[config.mk]
export PLATFORM = sky130hd
export DESIGN_NAME = gmii_rx_deframer
export DESIGN_NICKNAME = d
export VERILOG_FILES = /design/src/rtl/gmii_rx_deframer.sv
export SDC_FILE = /design/constraint.sdc
export NUM_CORES = 1
export LEC_CHECK = 0
export BUFFER_PORTS_ARGS = -buffer_cell sky130_fd_sc_hd__buf_2
export CAP_MARGIN = 20
export CORE_ASPECT_RATIO = 1.25
export CORE_MARGIN = 3
export CORE_UTILIZATION = 64
export DETAILED_ROUTE_END_ITERATION = 8
export PLACE_DENSITY = 0.82
export SLEW_MARGIN = 10
export SYNTH_ARGS = -nofsm -noshare
export SYNTH_HDL_FRONTEND = slang
export SYNTH_SLANG_ARGS = --single-unit
[constraint.sdc]
create_clock -name CLK -period 6.61 [get_ports CLK]
set_input_delay 0 -clock CLK [delete_from_list [all_inputs] [get_ports CLK]]
set_output_delay 0 -clock CLK [all_outputs]
set_load 0.005 [all_outputs]
[src/rtl/gmii_rx_deframer.sv]
// GMII receive deframer: strips preamble/SFD and FCS, checks CRC-32 and frame length,
// and emits a flagged byte stream with a fixed 7-cycle input-to-output latency.
module gmii_rx_deframer #(
   parameter int MIN_FRAME = 64,
   parameter int MAX_FRAME = 1522,
   parameter int CNT_W     = 16
) (
   input  logic             CLK,
   input  logic             RST_N,
   input  logic [7:0]       gmii_rxd,
   input  logic             gmii_rx_dv,
   input  logic             gmii_rx_er,
   input  logic             stats_clear,
   output logic [7:0]       rx_data,
   output logic             rx_valid,
   output logic             rx_sof,
   output logic             rx_eof,
   output logic             rx_err,
   output logic [CNT_W-1:0] frames_ok,
   output logic [CNT_W-1:0] frames_bad,
   output logic [CNT_W-1:0] align_err
);

   localparam logic [15:0] MIN_L       = 16'(MIN_FRAME);
   localparam logic [15:0] MAX_L       = 16'(MAX_FRAME);
   localparam logic [31:0] CRC_INIT    = 32'hFFFF_FFFF;
   localparam logic [31:0] CRC_RESIDUE = 32'hDEBB_20E3;

   typedef enum logic [1:0] {IDLE, PREAMBLE, BODY, DROP} state_t;
   state_t state, state_nxt;

   logic [7:0]  rxd_p0;
   logic        dv_p0, er_p0;
   logic [7:0]  dly_data_p1 [5];
   logic [4:0]  dly_vld_p1;
   logic [31:0] crc;
   logic [15:0] len, len_inc;
   logic        er_seen, giant, sof_pend;
   logic        push, emit, frame_err, start, leave;
   logic        o_valid, o_sof, o_eof, o_err;
   logic [7:0]  o_data;
   logic        inc_ok, inc_bad, inc_align;

   function automatic logic [31:0] crc_byte(input logic [31:0] c, input logic [7:0] d);
      logic [31:0] r;
      r = c ^ {24'd0, d};
      for (int i = 0; i < 8; i++)
         r = r[0] ? ((r >> 1) ^ 32'hEDB8_8320) : (r >> 1);
      return r;
   endfunction

   function automatic logic [CNT_W-1:0] cnt_next(input logic [CNT_W-1:0] cur,
                                                 input logic inc, input logic clr);
      if (clr)
         return '0;
      else if (inc && (cur != {CNT_W{1'b1}}))
         return cur + 1'b1;
      else
         return cur;
   endfunction

   assign push      = (state == BODY) && dv_p0;
   // A byte is known to be payload only once four more bytes of the same frame follow it.
   assign emit      = (state == BODY) && (&dly_vld_p1);
   assign len_inc   = (push && (len != 16'hFFFF)) ? len + 16'd1 : len;
   assign frame_err = (crc != CRC_RESIDUE) || er_seen || (len < MIN_L) || giant;

   always_comb begin
      state_nxt = state;
      start     = 1'b0;
      leave     = 1'b0;
      o_valid   = 1'b0;
      o_sof     = 1'b0;
      o_eof     = 1'b0;
      o_err     = 1'b0;
      o_data    = dly_data_p1[4];
      inc_ok    = 1'b0;
      inc_bad   = 1'b0;
      inc_align = 1'b0;
      case (state)
         IDLE, PREAMBLE: begin
            if (!dv_p0)
               state_nxt = IDLE;
            else if (rxd_p0 == 8'h55)
               state_nxt = PREAMBLE;
            else if (rxd_p0 == 8'hD5) begin
               state_nxt = BODY;
               start     = 1'b1;
            end else begin
               state_nxt = DROP;
               inc_align = 1'b1;
            end
         end
         BODY: begin
            if (!dv_p0) begin
               state_nxt = IDLE;
               leave     = 1'b1;
               o_valid   = 1'b1;
               o_eof     = 1'b1;
               if (emit) begin
                  o_sof = sof_pend;
                  o_err = frame_err;
               end else begin
                  // Fewer than five bytes: nothing was emitted, so one marker beat stands in.
                  o_sof  = 1'b1;
                  o_err  = 1'b1;
                  o_data = 8'h00;
               end
               inc_ok  = !o_err;
               inc_bad = o_err;
            end else if (emit) begin
               o_valid = 1'b1;
               o_sof   = sof_pend;
               if (giant) begin
                  o_eof     = 1'b1;
                  o_err     = 1'b1;
                  inc_bad   = 1'b1;
                  leave     = 1'b1;
                  state_nxt = DROP;
               end
            end
         end
         DROP: begin
            if (!dv_p0)
               state_nxt = IDLE;
         end
         default: state_nxt = IDLE;
      endcase
   end

   always_ff @(posedge CLK or negedge RST_N) begin
      if (!RST_N) begin
         rxd_p0     <= 8'h00;
         dv_p0      <= 1'b0;
         er_p0      <= 1'b0;
         state      <= IDLE;
         dly_vld_p1 <= 5'd0;
         crc        <= CRC_INIT;
         len        <= 16'd0;
         er_seen    <= 1'b0;
         giant      <= 1'b0;
         sof_pend   <= 1'b0;
         rx_data    <= 8'h00;
         rx_valid   <= 1'b0;
         rx_sof     <= 1'b0;
         rx_eof     <= 1'b0;
         rx_err     <= 1'b0;
         frames_ok  <= '0;
         frames_bad <= '0;
         align_err  <= '0;
      end else begin
         // p0: GMII capture
         rxd_p0     <= gmii_rxd;
         dv_p0      <= gmii_rx_dv;
         er_p0      <= gmii_rx_er;
         state      <= state_nxt;
         // p1: delay line valid bits, frame accumulators
         dly_vld_p1 <= leave ? 5'd0 : {dly_vld_p1[3:0], push};
         if (start) begin
            crc      <= CRC_INIT;
            len      <= 16'd0;
            er_seen  <= 1'b0;
            giant    <= 1'b0;
            sof_pend <= 1'b1;
         end else begin
            if (push)
               crc <= crc_byte(crc, rxd_p0);
            len     <= len_inc;
            er_seen <= er_seen | (push & er_p0);
            giant   <= giant | (push && (len_inc > MAX_L));
            if (o_valid)
               sof_pend <= 1'b0;
         end
         // output stage
         rx_valid   <= o_valid;
         rx_sof     <= o_sof;
         rx_eof     <= o_eof;
         rx_err     <= o_err;
         rx_data    <= o_valid ? o_data : 8'h00;
         frames_ok  <= cnt_next(frames_ok, inc_ok, stats_clear);
         frames_bad <= cnt_next(frames_bad, inc_bad, stats_clear);
         align_err  <= cnt_next(align_err, inc_align, stats_clear);
      end
   end

   always_ff @(posedge CLK) begin
      dly_data_p1[0] <= rxd_p0;
      for (int i = 1; i < 5; i++)
         dly_data_p1[i] <= dly_data_p1[i-1];
   end

endmodule

-- Word-level counts from Yosys, hierarchy flattened
Memories as Yosys holds them, arrays and structs flattened.
Index checks and enable logic that the tools add are counted.
Widths: inputs -> output; s select.
- memory bits (writable): 40
- input port bits: 13
- flip-flop bits (word level): 128
- word-level logic and storage cells: 131
- output and inout port bits: 60
- memories kept: 1
- memory list (name ; depth ; width ; rd ports ; clocked after memory_dff ; write ports ; RTL line ; text):
    dly_data_p1 ; 5 ; 8 ; 5 ; 0 ; 5 ; 34 ; logic [7:0] dly_data_p1 [5];
- reduce and logical (&&, ||, !) cells: 20
- bitwise logic cells: 12
- multiplexer cells: 61
- $lt $le $gt $ge: 2
- equal/unequal tests: 13
- add/subtract/negate cells: 4
- operators with widths (cell ; count):
    $mux 32 ; 10
    $mux 16 ; 8
    $not 13->14 ; 8
    $add 16x1->16 const B ; 4
    $ne 16x16->1 const B ; 4
    $mux 8 ; 4
    $ne 32x32->1 const B ; 1
    $xor 32x8->32 ; 1
    $mux 1 ; 31
    $gt 16x11->1 const B ; 1
    $lt 16x7->1 const B ; 1
    $mux 2 ; 6
    $reduce_bool 2->1 ; 5
    $eq 8x7->1 const B ; 1
    $eq 8x8->1 const B ; 1
    $logic_and 1x1->1 ; 7
    $ne 3x3->1 const B ; 2
    $pmux 2 s3 ; 1
    $mux 5 ; 1
    $reduce_and 5->1 ; 1
    $eq 2x2->1 const B ; 2
    $logic_or 1x1->1 ; 3
    $reduce_and 3->1 ; 1
    $eq 2x1->1 const B ; 1
    6 further kinds ; 7

-- Depth between registers and ports, before layout
- depth in word-level cells: 19
- gate-level depth with buffers: 9
- gate-level depth less buffers: 7

-- Least setup slack after synthesis
OpenSTA, ideal clock, no wires.
- kind: register to register
- from: reg crc[28]
- to: reg frames_ok[15]
- library setup time: 0.128 ns
- period minus slack after synthesis: 2.240 ns
- required time: 6.482 ns
- buffers on the path: 1
- stages on the path, launching flop included: 8
- path slack: 4.370 ns
- arrival: 2.113 ns
- cells stage by stage: dfstp_2 nor4bb_1 nand4_1 nor4b_2 o311ai_2 buf_2 nor3_1 mux2_1
- longest elaborated chain between the ends: 12
- ends and longest elaborated chain (element ; RTL line ; text):
    start, declared ; 36 ; logic [31:0] crc;
    start signal, assigned ; 167 ; crc <= crc_byte(crc, rxd_p0);
    $ne 32x32->1 ; 66 ; assign frame_err = (crc != CRC_RESIDUE) || er_seen || (len < MIN_L) || giant;
    $logic_or 1x1->1 (3 in series) ; 66 ;
    $mux 1 ; 100 ; if (emit) begin
    $mux 1 ; 95 ; if (!dv_p0) begin
    $mux 1 ; 80 ; case (state)
    $logic_not 1->1 ; 109 ; inc_ok = !o_err;
    $mux 1 ; 95 ;
    $mux 1 ; 80 ;
    $logic_and 1x1->1 ; 56 ; else if (inc && (cur != {CNT_W{1'b1}}))
    $reduce_bool 2->1 (no line) ; n/a ;
    end signal, assigned ; 180 ; frames_ok <= cnt_next(frames_ok, inc_ok, stats_clear);
    end, declared ; 19 ; output logic [CNT_W-1:0] frames_ok,
No other way between the ends. The select of a mux whose other input is x is not followed.
A chain may end at the register's enable or synchronous reset.

-- Worst setup path in the final report
- from: reg rxd_p0[2]
- to: reg giant
- longest elaborated chain between the ends: 6
- elaborated cells between the ends (all ways): 7
- those cells by class: eq/ne: 2; mux: 5
- ends and longest elaborated chain (element ; RTL line ; text):
    start, declared ; 32 ; logic [7:0] rxd_p0;
    start signal, assigned ; 153 ; rxd_p0 <= gmii_rxd;
    $eq 8x8->1 ; 86 ; else if (rxd_p0 == 8'hD5) begin
    $mux 1 ; 86 ;
    $mux 1 * ; 84 ; else if (rxd_p0 == 8'h55)
    $mux 1 * ; 82 ; if (!dv_p0)
    $mux 1 * ; 80 ;
    $mux 1 * ; 159 ; if (start) begin
    end signal, assigned ; 170 ; giant <= giant | (push && (len_inc > MAX_L));
    end, declared ; 38 ; logic er_seen, giant, sof_pend;
Mark *: on every way between the ends. The rest lies on a longest branch, timed or not.

==> results.txt <==
* Outcome: complete, no violations
* Resized cells post-CTS: 0
- Via count of the first global-routing pass: 5679
- TritonCTS built the clock tree.
- Sequential power share: 37.3%
* Average cell area after synthesis: 10.7 sq um
- Switching power as a share of total power: a little over a third
- The worst pin sits at a relative slew slack of 29.9%.
- Count of routing violations after the opening detailed-route iteration: 379
- Setup TNS: 0 ns
- In this run the count of I/O pins placed on the die edge is 73.
* Final Wtd Congestion: 0.924
- Buffers placed on the I/O ports in this run total a little over 70.
- In this run the power density over the cells is 416 nW/um^2.
- Clock skew after layout: 0.0103 ns
* Proportion of power drawn by combinational gates: 35.0%
- Highest-count cells in the layout ignoring fill and taps: dfrtp_1 (96), buf_2 (71), nor2_1 (63)
- Most frequent standard cell in the layout excluding fill and tap cells: dfrtp_1
- Measured on the finished design, the core utilization comes to 76.1%.
* Warnings, synthesis: 0
- CTS root buf: clkbuf_16
- The worst setup path is captured at a flip-flop.
* Initial antenna violation count: 0
- Detail Placement HPWL: 10800 um
- For the pin with the worst max-slew slack, the measured transition is 1.05 ns.
- After the last flow step, the layout net total stands at 802.
- Final max-slew violation count: 0
- In this run the remaining antenna-violating nets after routing total 0.
- Area growth, synth to finish: 16.0%
- After clock tree synthesis, the setup repair step added 0 buffers.
* Overall routed net length: 16500 um
- Setup repair after global routing left no endpoint under its margin.
- The netlist uses 64 different library cells.
- Global routing used 25.6% of the available tracks across all layers.
* Post-Syn Nets: 730
- Async SR Flop Fraction: 76.2%
- Final worst-path cycle share: a little over two fifths
- DR vias/cell: 5.90
- Number of vias after detailed routing: about 5700
* Path type of the worst setup path: reg2reg
- Int Pwr: 2.38 mW
- The clock tree synthesis step divided the H-tree into 4 levels.
- Critical path required time: just under 7 ns
- Overall die area: 13300 sq um
- Leakage Power: 3.85 nW
- Global-route wire length before repair: between 20000 and 30000 um
- Maximum frequency from static timing analysis: between 0.3 and 0.4 GHz
- Total grt overflow: 0
- Across the run, the number of max-cap violations was 0.
- CP arrival: 3.13 ns
* Vertical die dimension: around 130 um
* Total standard cell area after synthesis: between 7000 and 8000 sq um
* Count of antenna diodes in the layout: 0
- Counting flops with a built-in enable in the synthesized netlist gives 0.
* R2R setup slack: about 3.8 ns
- At the later pin of the worst-skew pair, clock insertion delay measures 0.43 ns.
* Clock transition time at the flip-flop clock pins of the worst setup and hold paths: 0.08 ns
* Cells after synthesis: 713
* Max clock buf depth: 2
- Measured along the x axis, the die boundary spans 104 um.
* Largest net degree at the start of global routing: a little over 80
* Final Hold Violating Endpoints: 0
- Along the worst path, the maximum fanout reaches 16.
- Router iterations before antenna repair: 5
- Placeable Area: about 12000 sq um
- Startpoint types: flip-flop
- Most frequently used flop master after synthesis: dfrtp_1
* Fraction of layout cells with a size suffix above 1: 21.9%
- Sequential elements use a little over half of the synthesized area.
- After clock tree synthesis, the flow added hold-fix buffers numbering 11.
- Setup violations remaining at the end of the flow were counted as 0.
* Min Tclk post-route: 2.83 ns
* Sw power: 1.31 mW
* Number of buffers added by the clock tree synthesis step: 17
- Clock network fraction of design power: 27.7%
- The design draws approximately 3.7 mW.
* Type of the worst min-delay path: in2reg
- Largest voltage drop on the vdd net: 0.335 mV
- Number of clock sinks: 168
- Wire per inst: 17.2 um
- In the routed design, unresolved DRC markers number 0.
- Initial core utilization: 65.5%
- Number of core rows: 44
- In this run, synthesis produced a sequential element count of between 150 and 200.
routing by layer:
layer  up-vias  routed length [um]  track usage [%]
li1       2653                   -                -
met1      2784                6630             31.4
met2       186                8680             45.3
met3        31                 834             5.74
met4         0                 340             8.37
met5         -                   0                0
flip-flops by register name, indices dropped and copies added (netlist names), 2 cells and up:
register and flops:
rxd_p0 8, len 16, dly_vld_p1 5, dly_data_p1 40, frames_ok 16, rx_data 8
state 2, crc 32, align_err 16, frames_bad 16
cells in the mapped netlist (3+ instances only):
cell type,n,area share [%]
nor3_1,24,1.6
o211ai_1,4,0.39
and4b_1,3,0.39
and4_1,7,0.80
xnor2_2,8,1.7
or4_1,11,1.1
dfxtp_1,40,10
a21oi_1,42,2.7
xor2_1,38,4.4
clkbuf_1,27,1.3
nor4b_1,3,0.34
nand2b_1,4,0.33
nor4_1,14,1.1
ha_1,4,0.65
nand3_1,25,1.6
a31oi_1,3,0.25
buf_2,6,0.39
o21ai_0,21,1.4
and2_1,13,1.1
mux2_1,6,0.88
o31ai_1,9,0.88
mux2_2,10,1.5
nor2b_1,25,2.0
dfstp_2,32,11
nand2_1,36,1.8
dfrtp_1,96,31
xnor2_1,51,5.8
nor2_1,64,3.1
nand3b_1,4,0.39
or3_1,8,0.65
inv_1,8,0.39
nor3b_1,6,0.59
mux2i_1,4,0.52
nand4_1,15,1.2
and3_1,6,0.49
power groups by stage:
stage	Sequential, mW	Combinational (mW)	Clock [mW]
floorplan	1.34	1.06	0
global placement	1.38	1.23	0
detailed placement	1.39	1.25	0
CTS	1.37	1.28	1.04
global route	1.40	1.40	1.09
finish	1.38	1.29	1.02
final cells by class:
| cell class | count | area [sq um] |
|---|---|---|
| repair buffers | 87 | 515 |
| inverters | 8 | 30.0 |
| fillers | 739 | 2800 |
| flip-flops and latches | 168 | 4040 |
| well taps | 161 | 201 |
| clock inverters | 15 | 211 |
| clock buffers | 17 | 425 |
| multi-input cells | 503 | 3450 |
critical path, stage by stage (launching register included):
cell and delay [ns]:
dfrtp_1 0.43, nor4bb_1 0.54, nand4_1 0.28, nor3b_1 0.36, and2_1 0.58, o32ai_1 0.19
or3_1 0.34
worst paths after layout:
path                                            start                          to  cells after the start
hold reg to reg            dly_data_p1[0][27]$_DFF_P_  dly_data_p1[0][35]$_DFF_P_                      0
max in group asynchronous                       RST_N   align_err[14]$_DFFE_PN0P_                      3
min in group asynchronous                       RST_N        rx_data[4]$_DFF_PN0_                      2
setup reg to reg                  rxd_p0[2]$_DFF_PN0_             giant$_DFF_PN0_                      6
setup / recovery                  rxd_p0[2]$_DFF_PN0_             giant$_DFF_PN0_                      6
hold / removal                            stats_clear    frames_ok[1]$_DFFE_PN0P_                      2
metrics by stage:
step	instance area (sq um)	hold slack, ns	instances	worst slack [ns]
after global routing	8880	0.0644	959	3.57
after detailed placement	8100	0.0434	915	3.84
after CTS	8850	0.130	958	3.78
after floorplan	7650	-0.296	713	4.37
after global placement	8100	0.0297	915	3.91
final	8880	0.0566	959	3.78
kinds of logic after synthesis:
logic type / after synthesis / share of synthesized area, %
flops: 168 / 52.9
xor+xnor: 101 / 13.1
compound gates: 98 / 7.85
fa+ha+maj: 4 / 0.654
mux: 20 / 2.88
buf+inv: 42 / 2.21
simple gates: 280 / 20.4
No activity file was read; power rests on OpenSTA's default activity.
